<file path="src/rtl/pwr_cmd_pkg.sv">
// Shared types, status bit positions and the one-bit ramp step helper for
// the power-group command responder.
package pwr_cmd_pkg;

  typedef enum logic [2:0] {
    OP_NOP      = 3'd0,
    OP_SET_MASK = 3'd1,
    OP_OFF_ALL  = 3'd2,
    OP_SET_RAMP = 3'd3
  } opcode_e;

  typedef enum logic [1:0] {
    S_IDLE,
    S_DECODE,
    S_RAMP,
    S_ACK
  } state_e;

  localparam int ACK_BIT  = 31;
  localparam int BUSY_BIT = 30;
  localparam int ERR_BIT  = 29;
  localparam int TGT_LSB  = 8;

  // Move cur one bit toward tgt: turning groups on takes priority (lowest
  // missing bit first), otherwise shed the highest surplus bit.
  function automatic logic [7:0] ramp_step(input logic [7:0] tgt, input logic [7:0] cur);
    logic [7:0] add, del, hb;
    add = tgt & ~cur;
    del = cur & ~tgt;
    hb  = '0;
    for (int i = 0; i < 8; i++)
      if (del[i]) hb = 8'd1 << i;
    if (add != '0) return cur | (add & (~add + 8'd1));
    return cur & ~hb;
  endfunction

endpackage

</file>
<file path="src/rtl/gpio_cmd_sync.sv">
// Two-flop bus synchroniser for the GPIO command word; the MSB (toggle
// strobe) gets a third flop so a change on it can be seen as a one-cycle edge.
module gpio_cmd_sync #(
  parameter int W = 32
) (
  input  logic         clk,
  input  logic         rst_n,
  input  logic [W-1:0] data_in,
  output logic [W-1:0] data_s,
  output logic         tgl_edge
);

  logic [W-1:0] s1, s2;
  logic         s3;

  // Synchroniser chain; cleared in reset so a high strobe at release looks new.
  always_ff @(posedge clk) begin
    if (!rst_n) begin
      s1 <= '0;
      s2 <= '0;
      s3 <= 1'b0;
    end else begin
      s1 <= data_in;
      s2 <= s1;
      s3 <= s2[W-1];
    end
  end

  assign data_s   = s2;
  assign tgl_edge = s2[W-1] ^ s3;

endmodule

</file>
<file path="src/rtl/pwr_grp_cmd_responder.sv">
// Decodes toggle-strobed GPIO commands, ramps per-group consumer enables one
// bit at a time and reports ack/busy/error status back on the GPIO input word.
// N_GROUPS must be 1..8 and RAMP_W at most 16 (ramp comes from the payload).
module pwr_grp_cmd_responder
  import pwr_cmd_pkg::*;
#(
  parameter int N_GROUPS     = 8,
  parameter int RAMP_W       = 16,
  parameter int RAMP_DEFAULT = 1000
) (
  input  logic                clk_in,
  input  logic                rst_n,
  input  logic [31:0]         gpio_cmd,
  output logic [31:0]         gpio_status,
  output logic [N_GROUPS-1:0] grp_en,
  output logic [1:0]          status_led
);

  logic [31:0]         cmd_s;
  logic                cmd_edge;
  state_e              state;
  logic [2:0]          op;
  logic [15:0]         payload;
  logic                tog, ack, error;
  logic [N_GROUPS-1:0] target, grp_nxt;
  logic [RAMP_W-1:0]   ramp_int, cnt, reload;
  logic [7:0]          cur8, tgt8, step8;
  logic [2:0]          new_op;
  logic                busy;
  logic [31:0]         status_nxt;
  logic                cmd_unused;

  gpio_cmd_sync #(.W(32)) u_sync (
    .clk      (clk_in),
    .rst_n    (rst_n),
    .data_in  (gpio_cmd),
    .data_s   (cmd_s),
    .tgl_edge (cmd_edge)
  );

  assign cmd_unused = ^cmd_s[27:16];

  // Next ramp step, reload value (zero interval behaves as one) and status word.
  always_comb begin
    cur8 = '0;
    cur8[N_GROUPS-1:0] = grp_en;
    tgt8 = '0;
    tgt8[N_GROUPS-1:0] = target;
    step8   = ramp_step(tgt8, cur8);
    grp_nxt = step8[N_GROUPS-1:0];
    reload  = (ramp_int == '0) ? '0 : ramp_int - RAMP_W'(1);
    new_op  = cmd_s[30:28];
    busy    = (state != S_IDLE);
    status_nxt = '0;
    status_nxt[ACK_BIT]  = ack;
    status_nxt[BUSY_BIT] = busy;
    status_nxt[ERR_BIT]  = error;
    status_nxt[TGT_LSB +: N_GROUPS] = target;
    status_nxt[N_GROUPS-1:0]        = grp_en;
  end

  // Command FSM: decode, ramp and acknowledge; an OFF_ALL arriving while busy
  // aborts everything, any other early command only flags an error.
  always_ff @(posedge clk_in) begin
    if (!rst_n) begin
      state    <= S_IDLE;
      op       <= '0;
      payload  <= '0;
      tog      <= 1'b0;
      ack      <= 1'b0;
      error    <= 1'b0;
      target   <= '0;
      grp_en   <= '0;
      cnt      <= '0;
      ramp_int <= RAMP_W'(RAMP_DEFAULT);
    end else if (busy && cmd_edge && new_op == OP_OFF_ALL) begin
      grp_en <= '0;
      target <= '0;
      tog    <= cmd_s[31];
      ack    <= cmd_s[31];
      state  <= S_IDLE;
    end else begin
      case (state)
        S_IDLE: if (cmd_edge) begin
          op      <= new_op;
          payload <= cmd_s[15:0];
          tog     <= cmd_s[31];
          state   <= S_DECODE;
        end
        S_DECODE: begin
          state <= S_ACK;
          error <= 1'b0;
          case (op)
            OP_NOP:      ;
            OP_SET_RAMP: ramp_int <= payload[RAMP_W-1:0];
            OP_OFF_ALL: begin
              grp_en <= '0;
              target <= '0;
            end
            OP_SET_MASK: begin
              target <= payload[N_GROUPS-1:0];
              cnt    <= '0;
              if (payload[N_GROUPS-1:0] != grp_en) state <= S_RAMP;
            end
            default:     error <= 1'b1;
          endcase
        end
        S_RAMP: begin
          if (cnt == '0) begin
            grp_en <= grp_nxt;
            cnt    <= reload;
            if (grp_nxt == target) state <= S_ACK;
          end else begin
            cnt <= cnt - RAMP_W'(1);
          end
        end
        S_ACK: begin
          ack   <= tog;
          state <= S_IDLE;
        end
        default: state <= S_IDLE;
      endcase
      // Protocol violation: command dropped, current work continues.
      if (busy && cmd_edge) error <= 1'b1;
    end
  end

  // Registered status outputs, one cycle behind the internal state.
  always_ff @(posedge clk_in) begin
    if (!rst_n) begin
      gpio_status <= '0;
      status_led  <= '0;
    end else begin
      gpio_status <= status_nxt;
      status_led  <= {error, busy};
    end
  end

endmodule

</file>
<file path="config.mk">
export PLATFORM = sky130hd
export DESIGN_NAME = pwr_grp_cmd_responder
export DESIGN_NICKNAME = d
export VERILOG_FILES = /design/src/rtl/pwr_cmd_pkg.sv /design/src/rtl/gpio_cmd_sync.sv /design/src/rtl/pwr_grp_cmd_responder.sv
export SDC_FILE = /design/constraint.sdc
export NUM_CORES = 1
export LEC_CHECK = 0
export BUFFER_PORTS_ARGS = -buffer_cell sky130_fd_sc_hd__buf_2
export CORE_ASPECT_RATIO = 0.7
export CORE_MARGIN = 1.5
export CORE_UTILIZATION = 50
export DETAILED_ROUTE_END_ITERATION = 6
export GPL_TIMING_DRIVEN = 0
export PLACE_DENSITY = 0.73
export SKIP_LAST_GASP = 1
export SYNTH_ARGS = -nofsm -noshare
export SYNTH_HDL_FRONTEND = slang
export SYNTH_HIERARCHICAL = 1
export SYNTH_SLANG_ARGS = --single-unit
</file>
<file path="constraint.sdc">
create_clock -name clk_in -period 2.9 [get_ports clk_in]
set_input_delay 0.145 -clock clk_in [delete_from_list [all_inputs] [get_ports clk_in]]
set_output_delay 0.145 -clock clk_in [all_outputs]
set_load 0.005 [all_outputs]
</file>
==> flow_metrics.py, run 1 <==
metrics = {
    "setup_path": {
        "cp_max_fo": 10,
        "start_kind": "register",
        "cpMaxStageDelayCell": "or4_1",
        "cpPeakStageDelay_ns": 0.54,
        "critPathCaptureType": "register",
        "worstSetupPathType": "reg2reg",
        "cp.arrival_ns": 3.08,
        "required_ns": 3.24,
        "r2r_end": "cnt[14]",
        "worst-r2r-setup-slack_ns": 0.16,
        "r2r_cells": 9,
        "crit_end": "cnt[14]",
        "crit_chain": "inv_1, ha_1, nor2b_1, nand3_1, and3_1, buf_2, nand3_2, or4_1, o211ai_1",
        "cp-startpoint": "state[1]",
        "r2r_start": "state[1]",
    },
    "drt": {
        "dr.pass1.iters": 5,
        "vias": 5109,
        "ant_nets": 0,
        "remaining_drc_errors": 0,
        "wl_per_cell_um": 15.9,
        "drtIter0Drc": 425,
        "wl_um": 15000,
        "via_per_inst": 5.42,
    },
    "sta": {
        "grt_setup_unrepaired": "yes",
        "setup_viol": 0,
        "fin_crit_sh_pct": 94.4,
        "fin_crit_ns": 2.74,
        "worstMarginPinSlew_ns": 0.655,
        "setup_ws_ns": 0.162,
        "timing.hold.ws_ns": 0.0379,
        "clock.fmax_ghz": 0.365,
        "report.final.slew_viol_count": 0,
        "hold_viol": 0,
        "slew_headroom_pct": 56.0,
        "clock_skew_ns": 0.00685,
        "setup_tns_ns": 0,
    },
    "clock_tree": {
        "clock_latency_ns": 0.42,
        "cts-root-buf": "clkbuf_16",
        "cts_tree": "built",
        "htreeDepth": 4,
        "cts_made_buffers": 17,
        "clockBufferDepth": 2,
        "clk_pin_slew_worst_paths_ns": 0.06,
        "clock-sinks": 132,
    },
    "yosys": {
        "avgSynthCellArea_um2": 8.92,
        "syn_area_mm2": 0.00596,
        "synth_cells": 668,
        "yosys_warnings": 6,
    },
    "floorplanning": {
        "rows": 33,
        "die_area_mm2": 0.0126,
        "die_w_um": 134,
        "start_util_pct": 51.2,
        "dieHeight_um": 94.4,
        "ios": 76,
        "core_mm2": 0.0116,
    },
    "finish": {
        "finalCoreUtilization_pct": 62.9,
        "synthToLayoutAreaGrowth_pct": 22.8,
        "design_area_mm2": 0.00732,
        "antenna_cells": 0,
        "final_nets": 816,
        "post_route_cells_drive_above_1_share_pct": 17.0,
        "instances_no_fill": 943,
    },
    "power": {
        "power_mw": 6.08,
        "vdd_drop_max_uv": 515,
        "p_per_area_mw_per_mm2": 831,
        "p_leak_nw": 3.13,
    },
    "placed_design": {
        "io_buffers": 49,
        "place_area_mm2": 0.00645,
        "dp_hpwl_um": 10500,
        "post-place-ws_ns": 0.0796,
        "place_inst": 886,
        "gp_congestion": 0.886,
    },
    "outcome": {
        "status": "finished clean",
    },
    "hold_path": {
        "min_path_type": "in2reg",
        "min_from": "rst_n",
    },
    "job": {
        "cap_violations": 0,
    },
    "grt": {
        "grt_pass1_wl_um": 24800,
        "overflow": 0,
        "grt_max_degree": 17,
        "grt_pass1_vias": 4896,
        "antenna_found_initial": 0,
        "grtUsageTotal_pct": 25.4,
    },
}
[layout make-up]
cell class	count	area, µm²
Sequential cell	132	2640
Tap cell	157	196
Fill cell	982	4320
Clock buffer	18	439
Buffer	46	292
Timing Repair Buffer	75	500
Inverter	13	48.8
Clock inverter	13	171
Multi-Input combinational cell	489	3030
[layer usage]
layer / GRT usage [%] / share of wire [%]
met1: 33.2 / 46
met2: 40.8 / 44
met3: 6.28 / 7.7
met4: 10.2 / 1.9
met5: 0 / 0
[repair_timing]
action                                  in CTS  in global routing
hold buffers                                24                  0
endpoints found under the setup margin       0                 15
gates resized for setup                      0                  3
hold endpoints to repair                    22                  0
setup buffers                                0                  2
[worst max-delay path: cells and delay by family, from the launching register on]
family,cells,cell delay (ns)
and+or+nand+nor,5,1.50
AOI/OAI and AO/OA,1,0.16
adders and majority gates,1,0.34
buffers and inverters,2,0.32
DFF,1,0.35
[how the worst min path moves through the flow]
stage	to	depth (start not counted)
6_report	u_sync/data_s[4]	2
5_1_grt	u_sync/data_s[0]	2
4_1_cts	u_sync/data_s[8]	2
3_5_place_dp	u_sync/s1[7]	2
3_3_place_gp	u_sync/s1[28]	2
2_1_floorplan	u_sync/s1[28]	1
[layout by cell type (no fill, tap or decap), types with 4 or more instances in the layout]
cell	instances
dfxtp_1	132
nand2_1	79
and2_1	59
nor2_1	58
buf_2	56
a21oi_1	37
dlygate4sd3_1	24
o21ai_0	20
mux2i_1	19
xnor2_1	17
buf_4	17
clkbuf_16	17
nor3_1	16
nand2b_1	15
clkbuf_1	14
inv_1	13
conb_1	13
xor2_1	11
nand3_1	10
a22oi_1	10
a211oi_1	9
ha_1	8
nor2b_1	7
buf_6	7
a31oi_1	7
o21ai_1	7
inv_6	5
or4_1	4
nand4_1	4
or3_1	4
a41oi_1	4
[power breakdown]
part	switching, mW	leakage [nW]	internal (mW)
sequential	0.0692	1.07	1.90
combinational	1.20	1.76	0.693
clock	0.835	0.294	1.38
[state kept, by name (all words and copies together), names as in the netlist]
name,cells
payload,16
u_sync/s3,1
op,3
error,1
ack,1
target,8
cnt,16
u_sync/data_s,20
u_sync/s1,20
grp_en,8
gpio_status,19
state,2
tog,1
ramp_int,16
Note: power is estimated with default switching activity, not from simulation.
==> inputs of run 2 (changes only) <==
--- a/config.mk
+++ b/config.mk
@@ -5,7 +5,7 @@
 export SDC_FILE = /design/constraint.sdc
 export NUM_CORES = 1
 export LEC_CHECK = 0
-export BUFFER_PORTS_ARGS = -buffer_cell sky130_fd_sc_hd__buf_2
+export BUFFER_PORTS_ARGS = -buffer_cell sky130_fd_sc_hd__buf_4
 export CORE_ASPECT_RATIO = 0.7
 export CORE_MARGIN = 1.5
 export CORE_UTILIZATION = 50
@@ -17,3 +17,4 @@
 export SYNTH_HDL_FRONTEND = slang
 export SYNTH_HIERARCHICAL = 1
 export SYNTH_SLANG_ARGS = --single-unit
+export TNS_END_PERCENT = 100
==> flow_metrics.py, run 2 (synthesis results as in run 1) <==
metrics = {
    "clock_tree": {
        "clock_latency_ns": 0.42,
        "cts-root-buf": "clkbuf_16",
        "clockBufferDepth": 2,
        "htreeDepth": 4,
        "cts_made_buffers": 17,
        "cts_tree": "built",
        "clock-sinks": 132,
        "clk_pin_slew_worst_paths_ns": 0.06,
    },
    "power": {
        "p_int_mw": 3.90,
        "p_comb_share_pct": 31.3,
        "vdd_drop_max_uv": 527,
        "clkPwrFrac_pct": 36.1,
        "p_leak_nw": 3.14,
        "p_sw_mw": 2.13,
        "p_per_area_mw_per_mm2": 810,
        "switching_share_pct": 35.3,
        "power_frac_seq_pct": 32.6,
    },
    "drt": {
        "wl_um": 14500,
        "wl_per_cell_um": 15.4,
        "drtIter0Drc": 568,
        "ant_nets": 0,
        "via_per_inst": 5.31,
        "vias": 5019,
        "remaining_drc_errors": 0,
        "dr.pass1.iters": 5,
    },
    "grt": {
        "grt_pass1_vias": 4602,
        "grt_max_degree": 17,
        "grtUsageTotal_pct": 24.1,
        "grt_pass1_wl_um": 23400,
        "antenna_found_initial": 0,
        "overflow": 0,
    },
    "floorplanning": {
        "dieHeight_um": 94.4,
        "start_util_pct": 51.2,
        "core_mm2": 0.0116,
        "rows": 33,
        "die_area_mm2": 0.0126,
        "ios": 76,
        "die_w_um": 134,
    },
    "sta": {
        "fin_crit_sh_pct": 92.5,
        "setup_viol": 0,
        "grt_setup_unrepaired": "no",
        "setup_tns_ns": 0,
        "slew_headroom_pct": 49.8,
        "worstMarginPinSlew_ns": 0.746,
        "clock.fmax_ghz": 0.373,
        "hold_viol": 0,
        "fin_crit_ns": 2.68,
        "report.final.slew_viol_count": 0,
        "clock_skew_ns": 0.0104,
    },
    "finish": {
        "final_common_cell": "dfxtp_1",
        "finalCoreUtilization_pct": 63.9,
        "post_route_cells_drive_above_1_share_pct": 17.2,
        "design_area_mm2": 0.00744,
        "synthToLayoutAreaGrowth_pct": 24.9,
        "final_nets": 818,
        "fill_cells": 952,
        "seq_area_mm2": 0.00264,
        "multi_input_area_mm2": 0.00303,
        "final_cell_mix": "dfxtp_1, nand2_1, buf_4",
        "antenna_cells": 0,
    },
    "outcome": {
        "status": "finished clean",
    },
    "hold_path": {
        "min_path_type": "in2reg",
    },
    "placed_design": {
        "gp_congestion": 0.908,
        "dp_hpwl_um": 10200,
        "io_buffers": 49,
        "place_area_mm2": 0.00657,
    },
    "job": {
        "cap_violations": 0,
    },
    "setup_path": {
        "cp_max_fo": 10,
        "cp.arrival_ns": 3.02,
        "start_kind": "register",
        "critPathCaptureType": "register",
        "required_ns": 3.24,
        "worstSetupPathType": "reg2reg",
    },
}
-- run 2: cell count changes in the layout (fill, tap and decap cells not counted), sizes merged --
cell	before	now
inv	18	22
buf	82	84
clkinv	3	1
bufinv	3	2
-- run 2: worst paths after layout --
kind,from,to,slack [ns],cells past startpoint
setup / recovery,state[0],cnt[14],0.22,9
setup reg to reg,state[0],cnt[14],0.22,9
hold reg to reg,u_sync/s1[0],u_sync/data_s[0],0.43,1
hold / removal,rst_n,u_sync/data_s[0],0.04,2
-- run 2: worst max-delay path, stage by stage, from the launching register on --
cell	delay [ns]
dfxtp_1	0.35
inv_1	0.12
ha_1	0.34
nor2b_1	0.17
nand3_2	0.22
and3_1	0.18
buf_2	0.18
nand3_1	0.32
or4_1	0.57
o211ai_1	0.15
-- run 2: timing repair --
action	CTS	global route
buffers inserted	0	4
hold endpoints to repair	22	0
hold buffers	24	0
gates resized for setup	0	3
endpoints found under the setup margin	0	15
-- run 2: area by class of cell --
type                       count  area share, %
clock inverter                14           2.24
sequential                   132           35.5
clock buffer                  18           5.77
timing repair buffer          77           8.57
buffer                        46           3.92
tap                          157           2.64
inverter                      13          0.656
multi-input combinational    489           40.7
-- run 2: per-layer routing --
metal	vias up	part of all wire (%)	global-route usage, %
met5	-	0	0
met3	11	7.7	6.49
li1	2508	-	-
met1	2297	47	32.3
met4	0	0.73	7.43
met2	203	44	38.1
-- run 2: power by group through the flow --
stage / Combinational [mW] / Clock [mW] / Sequential (mW)
floorplan: 1.36 / 0 / 1.99
global placement: 1.80 / 0 / 2.00
detailed placement: 1.80 / 0 / 2.00
CTS: 1.84 / 2.20 / 1.96
global route: 2.07 / 2.28 / 1.98
finish: 1.89 / 2.18 / 1.97
-- run 2: metrics by stage --
| stage | hold slack, ns | worst slack [ns] | cells | power [mW] |
|---|---|---|---|---|
| floorplan | 0.267 | 0.709 | 680 | 3.35 |
| finish | 0.0374 | 0.216 | 946 | 6.03 |
| global route | 0.0508 | 0.0340 | 946 | 6.33 |
| CTS | 0.0301 | 0.0769 | 942 | 6.00 |
| detailed placement | 0.350 | 0.129 | 886 | 3.81 |
| global placement | 0.347 | 0.187 | 886 | 3.81 |
